[src/rtl/nsa_pkg.sv]
// Shared types and constants for the nibble-serial adder.
// State encoding, slice width and index-width helper.
package nsa_pkg;

   typedef enum logic [1:0] {
      IDLE = 2'd0,
      RUN  = 2'd1,
      DONE = 2'd2
   } state_e;

   localparam int NIBBLE_W = 4;

   // Never returns 0 so a single-nibble adder still gets a 1-bit index.
   function automatic int clog2(input int n);
      int r;
      r = 1;
      while ((1 << r) < n)
         r = r + 1;
      return r;
   endfunction

endpackage

[src/rtl/cla4_slice.sv]
// 4-bit carry-lookahead slice, the arithmetic core of the adder.
// Also exports the carry into bit 3 for overflow detection.
module cla4_slice (
   input  logic [3:0] a,
   input  logic [3:0] b,
   input  logic       cin,
   output logic [3:0] s,
   output logic       cout,
   output logic       c3
);

   logic [3:0] g;
   logic [3:0] p;
   logic [4:0] c;

   assign g = a & b;
   assign p = a ^ b;

   assign c[0] = cin;
   assign c[1] = g[0] | (p[0] & c[0]);
   assign c[2] = g[1] | (p[1] & g[0])
               | (p[1] & p[0] & c[0]);
   assign c[3] = g[2] | (p[2] & g[1])
               | (p[2] & p[1] & g[0])
               | (p[2] & p[1] & p[0] & c[0]);
   assign c[4] = g[3] | (p[3] & g[2])
               | (p[3] & p[2] & g[1])
               | (p[3] & p[2] & p[1] & g[0])
               | (p[3] & p[2] & p[1] & p[0] & c[0]);

   assign s    = p ^ c[3:0];
   assign cout = c[4];
   assign c3   = c[3];

endmodule

[src/rtl/nibble_serial_adder.sv]
// Multi-cycle W-bit adder: one nibble per clock through a CLA slice,
// carry registered between nibbles, start/done handshake.
module nibble_serial_adder
   import nsa_pkg::*;
#(
   parameter int NIBBLES = 4
) (
   input  logic                   CLK,
   input  logic                   RST_n,
   input  logic                   Start,
   input  logic [4*NIBBLES-1:0]   A,
   input  logic [4*NIBBLES-1:0]   B,
   input  logic                   Cin,
   output logic                   Busy,
   output logic                   Done,
   output logic [4*NIBBLES-1:0]   S,
   output logic                   Cout,
   output logic                   Ovf
);

   localparam int W  = NIBBLE_W * NIBBLES;
   localparam int IW = clog2(NIBBLES);

   state_e         state_q, state_d;
   logic [W-1:0]   a_q, b_q, s_q, s_d;
   logic [IW-1:0]  idx_q;
   logic           c_q, cout_q, ovf_q;

   logic [3:0]     a_nib, b_nib, sum_nib;
   logic           sl_cout, sl_c3;
   logic           accept, last;

   // Start is only honoured outside RUN, which also covers back-to-back.
   assign accept = Start && (state_q != RUN);
   assign last   = (idx_q == IW'(NIBBLES - 1));

   always_ff @(posedge CLK or negedge RST_n) begin
      if (!RST_n)
         state_q <= IDLE;
      else
         state_q <= state_d;
   end

   always_comb begin
      state_d = state_q;
      unique case (state_q)
         IDLE:    state_d = Start ? RUN : IDLE;
         RUN:     state_d = last ? DONE : RUN;
         DONE:    state_d = Start ? RUN : IDLE;
         default: state_d = IDLE;
      endcase
   end

   always_comb begin
      Busy = (state_q == RUN);
      Done = (state_q == DONE);
   end

   always_comb begin
      a_nib = '0;
      b_nib = '0;
      for (int i = 0; i < NIBBLES; i++) begin
         if (idx_q == IW'(i)) begin
            a_nib = a_q[4*i +: 4];
            b_nib = b_q[4*i +: 4];
         end
      end
   end

   cla4_slice u_slice (
      .a    (a_nib),
      .b    (b_nib),
      .cin  (c_q),
      .s    (sum_nib),
      .cout (sl_cout),
      .c3   (sl_c3)
   );

   always_comb begin
      s_d = s_q;
      for (int i = 0; i < NIBBLES; i++) begin
         if (idx_q == IW'(i))
            s_d[4*i +: 4] = sum_nib;
      end
   end

   always_ff @(posedge CLK or negedge RST_n) begin
      if (!RST_n) begin
         a_q    <= '0;
         b_q    <= '0;
         s_q    <= '0;
         idx_q  <= '0;
         c_q    <= 1'b0;
         cout_q <= 1'b0;
         ovf_q  <= 1'b0;
      end else if (accept) begin
         a_q    <= A;
         b_q    <= B;
         s_q    <= '0;
         idx_q  <= '0;
         c_q    <= Cin;
         cout_q <= 1'b0;
         ovf_q  <= 1'b0;
      end else if (state_q == RUN) begin
         s_q <= s_d;
         c_q <= sl_cout;
         if (last) begin
            cout_q <= sl_cout;
            ovf_q  <= sl_c3 ^ sl_cout;
         end else begin
            idx_q <= idx_q + 1'b1;
         end
      end
   end

   assign S    = s_q;
   assign Cout = cout_q;
   assign Ovf  = ovf_q;

endmodule

[config.mk]
export PLATFORM = sky130hd
export DESIGN_NAME = nibble_serial_adder
export DESIGN_NICKNAME = d
export VERILOG_FILES = /design/src/rtl/nsa_pkg.sv /design/src/rtl/cla4_slice.sv /design/src/rtl/nibble_serial_adder.sv
export SDC_FILE = /design/constraint.sdc
export NUM_CORES = 1
export LEC_CHECK = 0
export CORE_ASPECT_RATIO = 1.25
export CORE_MARGIN = 2
export CORE_UTILIZATION = 50
export CTS_CLUSTER_DIAMETER = 40
export DETAILED_ROUTE_END_ITERATION = 12
export GPL_ROUTABILITY_DRIVEN = 0
export PLACE_DENSITY = 0.89
export RECOVER_POWER = 25
export SETUP_SLACK_MARGIN = 0.02
export SLEW_MARGIN = 20
export SYNTH_ARGS = -nofsm -noshare
export SYNTH_HDL_FRONTEND = slang
export SYNTH_HIERARCHICAL = 1
export SYNTH_SLANG_ARGS = --single-unit
export TNS_END_PERCENT = 100
[constraint.sdc]
create_clock -name CLK -period 3.2 [get_ports CLK]
set_input_delay 0.96 -clock CLK [delete_from_list [all_inputs] [get_ports CLK]]
set_output_delay 0.96 -clock CLK [all_outputs]
set_load 0.03 [all_outputs]
==> results.yml, run 1 <==
clocking:
  cts.sinks: 55
  clockBufferDepth: 2
  holdBufCountCts: 0
  cts_tree: "yes"
  h-tree-depth: 2
  clk_pin_slew_ps: 90
  clk_latency_ps: 310
  cts_root_buffer: "clkbuf_8"
  post_cts_buffers: 0
  cts_buffers: 5
sta:
  relSlewSlack_pct: 2.55
  slew_viol_final: 0
  rsz0062_at_grt: "false"
  post-route-worst-setup-slack_ps: 195
  worstMarginPinSlew_ps: 1460
  finalSetupViolCount: 0
  max_freq_ghz: 0.333
  hold_viol_final: 0
  finClkSkew_ps: 7.12
  period_minus_slack_ps: 3010
  finalCritPeriodShare_pct: 93.9
  fin_hold_ws_ps: 498
  tns_ps: 0
final_layout:
  fillers: 407
  multi_input_area_um2: 1250
  final_cell_count_no_fill: 312
  fin_area_um2: 3400
  synthToLayoutAreaGrowth_pct: 24.5
  nets: 292
  final_core_util_pct: 63.4
  layout-drive-gt1-share_pct: 23.8
  seqCellArea_um2: 1380
  n_antenna_cell: 0
yosys:
  avgSynthCellArea_um2: 14.2
  yosys_warnings: 6
  syn_inst: 192
  yosys.area.top_type_share_pct: 50.4
  ys_types: 36
  synth_area_leaders: "dfrtp_1 50%, mux2_4 16%, a32o_1 6.2%, ha_1 3.7%, mux2i_4 3.3%"
  synth_nets: 237
  ys_seq_area_share_pct: 50.4
  yosys_register_bits: 55
  synth_largest_area_cell: "dfrtp_1"
  syn_area_um2: 2730
critical_path:
  reg2reg_to: "Ovf"
  worstSetupStartpoint: "idx_q[0]"
  cp.required_ps: 3400
  endpoint: "Ovf"
  critical_path.cell_chain: "ha_2 > nand2b_1 > o22ai_1 > a21oi_1 > ha_1 > a211oi_2 > o21bai_2 > a21o_1 > xnor2_1 > a211oi_1 > a31o_2"
  r2r_cells: 11
  slowest_stage: "dfrtp_1"
  critical-path-max-stage-delay_ps: 430
  start_kind: "flip-flop"
  crit_path_max_fanout: 13
  worstSetupPathType: "reg2reg"
  end_kind: "flip-flop"
  cp.arrival_ps: 3210
  r2r-start: "idx_q[0]"
  r2r_slack_ps: 190
detailed_routing:
  ant_nets: 0
  vias: 1779
  vias_per_cell: 5.70
  drcViolationCount: 0
  wire_per_inst_um: 17.2
  drt_iter0_drc: 113
  wl_um: 5360
  dr.pass1.iters: 4
placement:
  dp_cells: 304
  placed_area_um2: 3310
  pre_cts_slack_ps: 120
  io_buffers: 55
  post-dp-hpwl_um: 4030
power_and_ir_drop:
  combinationalPowerShare_pct: 61.4
  p_leak_nw: 1.53
  switchingPower_mw: 1.75
  ir_drop_v: 0.000682
  p_int_mw: 2.36
  power.share.clock_pct: 8.9
  power.total_mw: 4.11
  pwr_density_cell_nw_per_um2: 1210
  switching_share_pct: 42.6
  sequentialPowerShare_pct: 29.7
run:
  drv_cap: 0
global_route:
  antenna_found_initial: 0
  first_global_vias: 1868
  grt_util_all_layers_pct: 19.0
  grt_max_degree: 33
  grt_overflow: 0
  grt_pass1_wl_um: 9070
floorplan:
  die_area_um2: 6080
  num_rows: 30
  start_util_pct: 50.9
  dieWidth_um: 70.1
  die_h_um: 86.7
  core_area_um2: 5370
  io_pins: 56
outcome:
  status: "complete, no violations"
min_path:
  hold_class: "reg2reg"
registers in the layout, indices dropped and copies added (netlist names):
| signal | flops |
|---|---|
| Cout | 1 |
| Ovf | 1 |
| S | 16 |
| a_q | 16 |
| b_q | 16 |
| c_q | 1 |
| idx_q | 2 |
| state_q | 2 |
power by group through the flow:
stage | clock network, mW | registers [mW] | logic [mW]
floorplan | 0 | 1.29 | 1.79
global placement | 0 | 1.22 | 2.40
detailed placement | 0 | 1.23 | 2.50
CTS | 0.378 | 1.22 | 2.51
global route | 0.403 | 1.25 | 2.72
finish | 0.367 | 1.22 | 2.52
cell usage in the layout (no fill, tap or decap), types with 3 or more instances in the layout:
cell / instances
a21oi_1: 7
mux2i_4: 4
inv_1: 9
a22oi_1: 7
ha_1: 4
a32o_1: 17
buf_4: 4
ha_2: 3
clkdlybuf4s50_1: 54
o22ai_1: 8
dfrtp_1: 55
nor2_1: 4
mux2_4: 30
o21ai_0: 3
clkbuf_8: 5
metal layers:
metal  share of wire, %  global-route usage (%)  up-vias
met1                 39                    23.8      884
met2                 54                    33.7       68
met3                5.8                    2.79        7
met4                1.4                    6.82        0
li1                   -                       -      820
met5                  0                       0        -
worst min path at each step:
stage,start,endpoint,slack (ps),cells after the start
after floorplan,a_q[14],a_q[14],470,1
after global placement,S[9],S[9],480,1
after detailed placement,S[5],S[5],480,1
after CTS,S[5],S[5],500,1
after global routing,S[14],S[14],520,1
final,S[10],S[10],500,1
cells in the mapped netlist, drive strengths merged:
master,instances
o21ai,3
a21o,2
o21bai,1
a21oi,7
a211oi,2
nor2b,1
inv,9
xnor2,2
nand3b,1
or3b,1
fa,1
a31o,1
nand2,3
nor2,5
a22oi,7
mux2i,6
clkbuf,2
xor2,2
o22ai,8
ha,8
a32o,17
buf,10
nand2b,2
dfrtp,55
a31oi,1
nor3,1
mux2,32
a22o,1
and2b,1
area by class of cell:
cell class / count / area share [%]
Tap cell: 64 / 2.35
Sequential cell: 55 / 40.5
Inverter: 9 / 0.993
Timing Repair Buffer: 60 / 17.0
Clock buffer: 6 / 2.13
Clock inverter: 2 / 0.368
Multi-Input combinational cell: 116 / 36.7
cells by family after synthesis:
kind of cell | share of synthesized area [%]
compound gates | 14.4
xor+xnor | 1.28
fa+ha+maj | 4.40
buf+inv | 4.81
flops | 50.4
mux | 21.3
simple gates | 3.43
critical path: cells and delay by family (launching register included):
family	cells	cell delay, ps
xor+xnor	1	150
compound gates	7	1320
flops	1	430
simple gates	1	320
fa+ha+maj	2	660
timing repair:
action                                 in CTS  in global routing
endpoints found under the hold margin       0                  0
gates resized for setup                     0                  6
setup endpoints to repair                   0                  2
No activity file was read; power rests on OpenSTA's default activity.
==> inputs of run 2 (changes only) <==
GPL_ROUTABILITY_DRIVEN = 1   (was 0)
clock period = 3.19 ns   (was 3.2 ns; I/O delays follow)
==> run 2 against run 1 <==
Compared with the run above:
- first-iteration DRC count is 24% higher
- count of clock-buffer cells in the layout is 2 higher
- flip-flop and latch count stayed put
- via count is 0.11% lower
- global-route usage is 0.33 points higher
- die area stayed put
- core utilization is 0.56 points higher
- register-to-register slack better by 40 ps
==> results.yml, run 2 (synthesized netlist as in run 1, its figures left out) <==
outcome:
  status: "complete, no violations"
clocking:
  cts_root_buffer: "clkbuf_8"
  holdBufCountCts: 0
  cts.sinks: 55
  clk_pin_slew_ps: 90
  ctsResizeCount: 0
  clockBufferDepth: 2
  clk_latency_ps: 310
  cts_tree: "yes"
  post_cts_buffers: 0
  cts_buffers: 5
  h-tree-depth: 2
critical_path:
  worstSetupPathType: "reg2reg"
  crit_path_max_fanout: 7
  cp.arrival_ps: 3160
  cp.required_ps: 3400
  start_kind: "flip-flop"
  end_kind: "flip-flop"
detailed_routing:
  wire_per_inst_um: 17.3
  ant_nets: 0
  vias_per_cell: 5.68
  dr.pass1.iters: 4
  drt_iter0_drc: 140
  vias: 1777
  wl_um: 5430
  drcViolationCount: 0
floorplan:
  dieWidth_um: 70.1
  num_rows: 30
  die_area_um2: 6080
  die_h_um: 86.7
  start_util_pct: 50.9
  core_area_um2: 5370
  io_pins: 56
sta:
  finalSetupViolCount: 0
  hold_viol_final: 0
  relSlewSlack_pct: 4.18
  max_freq_ghz: 0.339
  tns_ps: 0
  slew_viol_final: 0
  period_minus_slack_ps: 2950
  finClkSkew_ps: 4.18
  worstMarginPinSlew_ps: 1440
  post-route-worst-setup-slack_ps: 237
  rsz0062_at_grt: "false"
  finalCritPeriodShare_pct: 92.6
global_route:
  grt_overflow: 0
  antenna_found_initial: 0
  grt_max_degree: 33
  first_global_vias: 1837
  grt_pass1_wl_um: 9150
  grt_util_all_layers_pct: 19.4
final_layout:
  layout-drive-gt1-share_pct: 23.7
  nets: 293
  final_cell_mix: "55 x dfrtp_1, 54 x clkdlybuf4s50_1, 30 x mux2_4, 17 x a32o_1, 9 x inv_1"
  synthToLayoutAreaGrowth_pct: 25.6
  n_antenna_cell: 0
  final_common_cell: "dfrtp_1"
placement:
  io_buffers: 55
  pre_cts_slack_ps: 241
  post-dp-hpwl_um: 3950
  place_congestion: 0.852
run:
  drv_cap: 0
min_path:
  hold_class: "reg2reg"
power_and_ir_drop:
  p_leak_nw: 1.55
  pwr_density_cell_nw_per_um2: 1220
  ir_drop_v: 0.000680
## run 2: final timing paths
path	startpoint	to	slack (ps)	cells past startpoint
worst max-delay path	idx_q[0]	Ovf	240	13
worst min-delay path	S[15]	S[15]	500	1
worst max register to register	idx_q[0]	Ovf	240	13
worst min register to register	S[15]	S[15]	500	1
max in group asynchronous	RST_n	b_q[1]	860	2
min in group asynchronous	RST_n	state_q[1]	970	1
## run 2: report_power, final
part	switching, mW	total [mW]	internal (mW)
Clock	0.215	0.413	0.198
Combinational	1.35	2.55	1.20
Sequential	0.213	1.23	1.02
Total	1.77	4.19	2.41
## run 2: worst max-delay path, stage by stage, from the launching register on
cell      delay [ps]
dfrtp_1          440
inv_1            180
ha_4             210
nor2b_1          180
buf_4            180
a22oi_1           70
a21oi_1          210
ha_1             280
a211oi_2         280
o21bai_2         130
a21o_1           230
xnor2_1          150
a211oi_1          80
a31o_2           220
## run 2: layer usage
metal	up-vias	global-route usage (%)	part of all wire, %
met5	-	0	0
met4	0	6.99	1.4
met3	9	3.95	3.9
met2	53	31.5	51
met1	886	25.9	44
li1	829	-	-
## run 2: through the flow
stage	hold slack (ps)	utilization (%)	instance area, um2	total power [mW]	std cells
6_report	499	63.9	3430	4.19	313
4_1_cts	502	63.7	3420	4.14	313
3_3_place_gp	479	61.8	3320	3.63	305
3_5_place_dp	482	61.8	3320	3.71	305
5_1_grt	522	63.9	3430	4.44	313
2_1_floorplan	474	-	2730	3.09	192
## run 2: final cells by class
type	instances	area, um2
Clock buffer	8	100
Fill cell	407	1940
Inverter	9	33.8
Multi-Input combinational cell	116	1250
Sequential cell	55	1380
Tap cell	64	80.1
Timing Repair Buffer	61	587
==> inputs of run 3 (changes only) <==
PLACE_DENSITY = 0.9   (was 0.89)
SYNTH_HIERARCHICAL = unset   (was 1)
==> run 3 against run 2 <==
Compared with the run above:
- wire length rose by 5.5%
- register-to-register slack improved by 40 ps
- first-iteration DRC count up 45%
- sequential power about the same
- synthesized cell count is 52% higher
- clock skew grew 4.5 ps
- critical path depth fell by 2
- via count up 22%
- area after synthesis down 3.3%
- design area down 3.8%
- fmax is 1.4% higher
- critical endpoint is now S[6]
==> results.yml, run 3 <==
placement:
  pre_cts_slack_ps: 293
  place_congestion: 0.847
  dp_cells: 397
  placed_area_um2: 3200
  io_buffers: 55
  post-dp-hpwl_um: 4190
global_route:
  grt_pass1_wl_um: 9700
  first_global_vias: 2139
  grt_overflow: 0
  grt_max_degree: 56
  grt_util_all_layers_pct: 20.8
  antenna_found_initial: 0
yosys:
  synth-edff-count: 0
  yosys.area.top_type_share_pct: 52.1
  synth_nets: 337
  ys_top_cells_by_count: "119 x nand2_1, 55 x dfrtp_1, 24 x a21oi_1, 16 x o21ai_1, 9 x nand3_1"
  ys.flop_type: "dfrtp_1"
  syn_inst: 292
  synth_area_leaders: "dfrtp_1 52%, nand2_1 17%, a21oi_1 4.5%, ha_1 3.8%, o21ai_1 3.0%"
  synth_most_common_cell: "nand2_1"
  synth_largest_area_cell: "dfrtp_1"
  yosys_register_bits: 55
  synth_async_sr_flop_share_pct: 100
  ys_seq_area_share_pct: 52.1
  syn_area_um2: 2640
  ys_types: 36
  avgSynthCellArea_um2: 9.05
  yosys_warnings: 0
final_layout:
  final_core_util_pct: 65.0
  final_cell_count_no_fill: 405
  multi_input_area_um2: 1140
  seqCellArea_um2: 1380
  final_common_cell: "nand2_1"
  final_cell_mix: "119 x nand2_1, 55 x dfrtp_1, 54 x clkdlybuf4s50_1, 24 x a21oi_1, 16 x o21ai_1"
  fillers: 425
  synthToLayoutAreaGrowth_pct: 25.1
  n_antenna_cell: 0
  fin_area_um2: 3300
  nets: 387
  layout-drive-gt1-share_pct: 7.29
detailed_routing:
  wire_per_inst_um: 14.1
  vias_per_cell: 5.36
  drt_iter0_drc: 203
  ant_nets: 0
  dr.max_layer_used: "met4"
  wl_met2_um: 2940
  wl_um: 5720
  dr.pass1.iters: 4
  m1WireLength_um: 2390
  vias: 2169
  wl_met3_um: 256
  drcViolationCount: 0
critical_path:
  critical_path.cell_chain: "inv_1 > ha_1 > nand2_1 > a21oi_1 > a21oi_1 > o21ai_1 > ha_1 > a211oi_4 > o21ba_2 > nor3_2 > a32o_1"
  cp.arrival_ps: 3120
  slowest_stage: "ha_1"
  crit_family: "compound AO/OA/AOI/OAI gates"
  r2r_slack_ps: 280
  end_kind: "flip-flop"
  critical-path-max-stage-delay_ps: 570
  reg2reg_to: "S[6]"
  start_kind: "flip-flop"
  worstSetupPathType: "reg2reg"
  cp_num_buf_inv: 1
  crit_path_max_fanout: 21
  r2r-start: "idx_q[1]"
  r2r_cells: 11
  cp.required_ps: 3400
min_path:
  hold_class: "reg2reg"
  hp-start: "b_q[3]"
  hold_end: "b_q[3]"
  whs_path_depth: 2
clocking:
  holdBufCountCts: 0
  cts_buffers: 5
  cts.sinks: 55
  h-tree-depth: 2
  post_cts_buffers: 0
  clockBufferDepth: 2
  cts_tree: "yes"
  cts_root_buffer: "clkbuf_8"
  clk_pin_slew_ps: 100
  clk_latency_ps: 310
  ctsResizeCount: 0
power_and_ir_drop:
  switching_share_pct: 45.2
  power.share.clock_pct: 11.5
  combinationalPowerShare_pct: 55.8
  pwr_density_cell_nw_per_um2: 1110
  p_int_mw: 2.01
  sequentialPowerShare_pct: 32.6
  ir_drop_v: 0.000514
  p_leak_nw: 1.54
  switchingPower_mw: 1.66
  power.total_mw: 3.68
sta:
  slew_viol_final: 0
  finalSetupViolCount: 0
  post-route-worst-setup-slack_ps: 277
  fin_hold_ws_ps: 481
  finalCritPeriodShare_pct: 91.3
  period_minus_slack_ps: 2910
  finClkSkew_ps: 8.68
  worstMarginPinSlew_ps: 1310
  hold_viol_final: 0
  relSlewSlack_pct: 12.8
  max_freq_ghz: 0.343
  tns_ps: 0
  rsz0062_at_grt: "false"
floorplan:
  io_pins: 56
  die_area_um2: 5880
  dieWidth_um: 69.0
  core_area_um2: 5080
  die_h_um: 85.3
  start_util_pct: 52.0
  num_rows: 29
run:
  drv_cap: 0
outcome:
  status: "complete, no violations"
==> run 3: cell count changes after synthesis, moves of 8 or more <==
cell	delta
nand3_1	+9
o21ai_1	+16
a21oi_1	+17
a32o_1	-14
o22ai_1	-8
mux2_4	-30
nand2_1	+117
==> run 3: cells by family after synthesis <==
family,after synthesis,synth area share [%]
AO/OA/AOI/OAI,55,13.5
XOR/XNOR,2,0.948
adder cells (fa/ha/maj),9,4.55
buffers and inverters,22,4.55
flip-flops,55,52.1
multiplexers,1,0.379
AND/OR/NAND/NOR,148,24.0
==> run 3: layout make-up <==
type | count | share of cell area, %
clock inverters | 1 | 0.227
clock buffers | 7 | 2.92
flip-flops and latches | 55 | 41.7
well taps | 62 | 2.35
multi-input cells | 215 | 34.7
repair buffers | 59 | 17.3
inverters | 6 | 0.833
==> run 3: worst max path at each step <==
stage	from	end	slack, ps	depth (start not counted)
after floorplan	idx_q[0]	S[10]	730	11
after global placement	idx_q[1]	S[15]	460	11
after detailed placement	idx_q[1]	S[2]	290	11
after CTS	idx_q[1]	S[2]	300	11
after global routing	idx_q[1]	S[2]	50	11
final	idx_q[1]	S[6]	280	11
==> run 3: routing by layer <==
| layer | GRT usage [%] | up-vias |
|---|---|---|
| met5 | 0 | - |
| met4 | 9.27 | 0 |
| met3 | 4.28 | 12 |
| met2 | 35.0 | 63 |
| met1 | 25.9 | 1035 |
| li1 | - | 1059 |
==> run 3: power by group through the flow <==
| stage | Clock, mW | Sequential [mW] | Combinational (mW) |
|---|---|---|---|
| floorplan | 0 | 1.31 | 1.37 |
| global placement | 0 | 1.20 | 1.95 |
| detailed placement | 0 | 1.21 | 2.04 |
| CTS | 0.427 | 1.20 | 2.05 |
| global route | 0.456 | 1.23 | 2.24 |
| finish | 0.425 | 1.20 | 2.05 |
==> run 3: tightest hold or removal path, cell delays in order, from the launching register on <==
cell	delay (ps)
dfrtp_1	350
nand2_1	50
nand2_1	50
